==> src/rtl/seg7_capture_decoder.sv <==
// seg7_capture_decoder: synchronise, debounce and decode 7-segment lines into hex digits over valid/ready.
//   clk, rst          rising-edge clock, synchronous active-high reset
//   seg_in[6:0]       asynchronous segment lines, bit0=a .. bit6=g
//   digit_out/valid   1-entry output register, held while valid & !ready
//   digit_ready       consumer accept
//   blank             last committed pattern was all-off
//   err_cnt           saturating count of committed non-hex patterns
//   overrun           sticky: hex digit dropped because output was occupied
//   clr_status        clears err_cnt and overrun (wins over same-cycle set)
module seg7_capture_decoder #(
  parameter int STABLE_CYCLES = 4,
  parameter int ERR_W = 8
) (
  input  logic             clk,
  input  logic             rst,
  input  logic [6:0]       seg_in,
  output logic [3:0]       digit_out,
  output logic             digit_valid,
  input  logic             digit_ready,
  output logic             blank,
  output logic [ERR_W-1:0] err_cnt,
  output logic             overrun,
  input  logic             clr_status
);
  localparam int CW = $clog2(STABLE_CYCLES + 1);
  typedef enum logic {IDLE, SETTLE} state_t;
  state_t state;
  logic [6:0] s1, seg_s, cand, last;
  logic [CW-1:0] cnt;
  logic commit, new_pat, hit;
  logic [3:0] val;
  // The cycle that loads a new candidate counts as the first held cycle.
  assign commit = (seg_s != cand) ? (STABLE_CYCLES == 1) : (state == SETTLE && int'(cnt) + 2 == STABLE_CYCLES);
  assign new_pat = commit && seg_s != last;
  always_comb begin
    hit = 1'b1;
    val = 4'h0;
    case (seg_s)
      7'h3F: val = 4'h0;
      7'h06: val = 4'h1;
      7'h5B: val = 4'h2;
      7'h4F: val = 4'h3;
      7'h66: val = 4'h4;
      7'h6D: val = 4'h5;
      7'h7D: val = 4'h6;
      7'h07: val = 4'h7;
      7'h7F: val = 4'h8;
      7'h6F: val = 4'h9;
      7'h77: val = 4'hA;
      7'h7C: val = 4'hB;
      7'h39: val = 4'hC;
      7'h5E: val = 4'hD;
      7'h79: val = 4'hE;
      7'h71: val = 4'hF;
      default: hit = 1'b0;
    endcase
  end
  always_ff @(posedge clk) begin
    if (rst) begin
      s1 <= '0;
      seg_s <= '0;
      cand <= '0;
      last <= '0;
      cnt <= '0;
      state <= IDLE;
      digit_out <= '0;
      digit_valid <= 1'b0;
      blank <= 1'b1;
      err_cnt <= '0;
      overrun <= 1'b0;
    end else begin
      s1 <= seg_in;
      seg_s <= s1;
      if (seg_s != cand) begin
        cand <= seg_s;
        cnt <= '0;
        state <= commit ? IDLE : SETTLE;
      end else if (state == SETTLE) begin
        cnt <= cnt + 1'b1;
        if (commit) state <= IDLE;
      end
      if (digit_valid && digit_ready) digit_valid <= 1'b0;
      if (new_pat) begin
        last <= seg_s;
        blank <= seg_s == 7'h00;
        if (hit) begin
          if (!digit_valid || digit_ready) begin
            digit_out <= val;
            digit_valid <= 1'b1;
          end else begin
            overrun <= 1'b1;
          end
        end else if (seg_s != 7'h00) begin
          err_cnt <= (&err_cnt) ? err_cnt : err_cnt + 1'b1;
        end
      end
      if (clr_status) begin
        err_cnt <= '0;
        overrun <= 1'b0;
      end
    end
  end
endmodule
==> config.mk <==
export PLATFORM = sky130hd
export DESIGN_NAME = seg7_capture_decoder
export DESIGN_NICKNAME = d
export VERILOG_FILES = /design/src/rtl/seg7_capture_decoder.sv
export SDC_FILE = /design/constraint.sdc
export NUM_CORES = 1
export LEC_CHECK = 0
export BUFFER_PORTS_ARGS = -buffer_cell sky130_fd_sc_hd__buf_4
export CORE_MARGIN = 5
export CORE_UTILIZATION = 45
export CTS_CLUSTER_DIAMETER = 200
export DETAILED_ROUTE_END_ITERATION = 10
export PLACE_DENSITY_LB_ADDON = 0.25
export REMOVE_ABC_BUFFERS = 1
export SLEW_MARGIN = 20
export SYNTH_ARGS = -nofsm -noshare
export SYNTH_HDL_FRONTEND = slang
export SYNTH_SLANG_ARGS = --single-unit
export TNS_END_PERCENT = 50
==> constraint.sdc <==
create_clock -name clk -period 2.1 [get_ports clk]
set_input_delay 0.105 -clock clk [delete_from_list [all_inputs] [get_ports clk]]
set_output_delay 0.105 -clock clk [all_outputs]
set_load 0.05 [all_outputs]
==> impl_metrics.json <==
{
  "status": "finished with violations",
  "violations": "negative setup slack",
  "holdPathStages": 2,
  "grt_pass1_vias": 1910,
  "drv_slew": 0,
  "arrival_ns": 2.55,
  "layout.nets": 333,
  "reg2reg_depth": 8,
  "dr.pass1.iters": 4,
  "drive_gt1_frac": 0.331,
  "cts_tree": "built",
  "power.density_mw_per_mm2": 589,
  "syn_to_final_growth_pct": 34.2,
  "synth_top_cells_by_area": "dfxtp_1, nor2b_1, nand2_1, a21oi_1, xnor2_1",
  "cts_buffers": 5,
  "diodes": 0,
  "wirelength_mm": 5.18,
  "hold_class": "input pin to register",
  "seq_area_frac_synth": 0.416,
  "clkSinkCount": 47,
  "drt_iter0_drc": 113,
  "utilization": 0.634,
  "r2r_end": "err_cnt[0]$_SDFFE_PP0P_",
  "synth_top_area_cell": "dfxtp_1",
  "dieArea_mm2": 0.00654,
  "avgSynthCellArea_um2": 8.72,
  "power.leakage_nw": 1.23,
  "min_to": "s1[3]$_SDFF_PP0_",
  "yosysWarnings": 0,
  "worstMarginPinSlew_ns": 0.437,
  "netlist_area_mm2": 0.00226,
  "hold_violations": 0,
  "gr-total-overflow": 0,
  "timing.fmax_mhz": 434,
  "r2r_slack_ns": -0.20,
  "period_share": 1.10,
  "cts.htree.levels": 2,
  "netlist_instances": 259,
  "die-width_um": 80.9,
  "slew_headroom": 0.708,
  "gp_congestion": 0.923,
  "synth_edf_count": 0,
  "cp_data_required_time_ns": 2.34,
  "vdd_drop_max_mv": 0.404,
  "dp_hpwl_mm": 3.58,
  "io_buffers": 25,
  "post_drt_wl_per_cell_um": 13.4,
  "antenna_left": 0,
  "end_kind": "register",
  "async_reset_ff_frac": 0,
  "worst-setup-path-type": "register to register",
  "ys_ff_latch": 47,
  "startpoint_type": "register",
  "root_buffer": "clkbuf_8",
  "cp_max_fo": 8,
  "antenna_found_initial": 0,
  "timing.setup.tns_ns": -1.52,
  "drc": 0,
  "stdcell_area_mm2": 0.00303,
  "drv_cap": 0,
  "rsz0062_at_grt": "true",
  "fp.coreArea_mm2": 0.00479,
  "dr_total_vias": 2037,
  "r2r_start": "seg_s[4]$_SDFF_PP0_",
  "initial_utilization": 0.472,
  "worst_slack_ns": -0.205,
  "core.rowCount": 25,
  "ys.flop_type": "dfxtp_1",
  "io_pins": 26,
  "path_clk_slew_ns": 0.09,
  "synth.distinct_cells": 47,
  "track_usage": 0.176,
  "grt_max_degree": 46,
  "dpl-instance-area_mm2": 0.00272,
  "clock_latency_ns": 0.30,
  "clockBufferDepth": 2,
  "setup_viol": 12,
  "hold_slack_ns": 0.0129,
  "viasPerCell": 5.26,
  "period_minus_slack_ns": 2.30,
  "grt_pass1_wl_mm": 9.03,
  "skew_ns": 0.00750,
  "holdCritStartpoint": "seg_in[3]",
  "die_y_um": 80.9,
  "yosysTopAreaCellShare": 0.416
}
-- layer usage --
layer / share of wire / global-route usage
met5: 0 / 0
met4: 0.019 / 0.0693
met3: 0.052 / 0.0410
met2: 0.46 / 0.267
met1: 0.47 / 0.241
-- what timing repair did --
action	4_1_cts	5_1_grt
cloned	1	0
hold buffers	1	2
setup endpoints to repair	14	14
resized for setup	33	5
pin swaps	10	4
hold endpoints to repair	1	2
setup buffers	5	2
-- worst max path at each step --
stage,start,endpoint,slack [ns],cells after the start
after floorplan,seg_s[0]$_SDFF_PP0_,err_cnt[0]$_SDFFE_PP0P_,-0.41,6
after global placement,seg_s[5]$_SDFF_PP0_,err_cnt[5]$_SDFFE_PP0P_,-0.28,7
after detailed placement,seg_s[5]$_SDFF_PP0_,err_cnt[3]$_SDFFE_PP0P_,-0.28,7
after CTS,seg_s[1]$_SDFF_PP0_,err_cnt[3]$_SDFFE_PP0P_,-0.15,8
after global routing,seg_s[4]$_SDFF_PP0_,err_cnt[0]$_SDFFE_PP0P_,-0.31,8
final,seg_s[4]$_SDFF_PP0_,err_cnt[0]$_SDFFE_PP0P_,-0.20,8
-- state kept, by name, summed over array words and instances (netlist names) --
signal       count
digit_valid      1
seg_s            7
state            1
s1               7
blank            1
cnt              3
overrun          1
cand             7
digit_out        4
err_cnt          8
last             7
-- synthesized netlist by cell type, types with 8 or more instances --
cell type   n
a21oi_1    20
clkbuf_1   11
dfxtp_1    47
nand2_1    27
nand3_1     8
nor2_1     13
nor2b_1    23
xnor2_1     9
xor2_1      9
-- cell families after synthesis --
group                    synth area share
AND/OR/NAND/NOR                     0.283
AO/OA/AOI/OAI                       0.141
flip-flops                          0.416
buffers and inverters              0.0548
XOR/XNOR                           0.0698
multiplexers                       0.0188
adder cells (fa/ha/maj)            0.0166
-- final cells by class --
class / count / area [µm²]
Fill cell: 409 / 1750
Sequential cell: 47 / 960
Timing Repair Buffer: 74 / 599
Inverter: 5 / 18.8
Tap cell: 67 / 83.8
Clock inverter: 3 / 47.5
Multi-Input combinational cell: 186 / 1250
Clock buffer: 5 / 68.8
-- critical path, cell delays in order (launching register included) --
cell and delay (ns):
dfxtp_4 0.37, buf_6 0.12, nand4b_1 0.11, o22ai_2 0.12, a41o_1 0.22, or4_4 0.52
buf_6 0.16, or4_4 0.48, a21oi_2 0.13
-- cells in the final DEF (no fill, tap or decap), drive strengths merged, types with 5 or more instances in the layout --
cell type | Yosys | routed
buf | 10 | 71
dfxtp | 47 | 47
nand2 | 27 | 27
nor2b | 23 | 23
a21oi | 20 | 20
nor2 | 13 | 13
xor2 | 9 | 9
xnor2 | 9 | 9
nand3 | 8 | 8
nand4 | 6 | 6
o31ai | 6 | 6
inv | 5 | 6
or3 | 6 | 6
or4 | 6 | 6
clkbuf | 11 | 5
-- stage by stage --
stage	std cells	power, W	setup WS, ns
finish	387	0.00179	-0.205
global placement	368	0.00111	-0.285
CTS	383	0.00180	-0.152
detailed placement	368	0.00111	-0.276
global route	387	0.00188	-0.307
floorplan	238	0.00102	-0.408
-- power by group --
part	total (W)	internal, W	switching [W]	leakage (nW)
Sequential	0.000927	0.000908	0.0000187	0.387
Clock	0.000676	0.000361	0.000315	0.0587
Combinational	0.000182	0.0000975	0.0000843	0.782
Total	0.00179	0.00137	0.000418	1.23
Note: power is estimated with default switching activity, not from simulation.
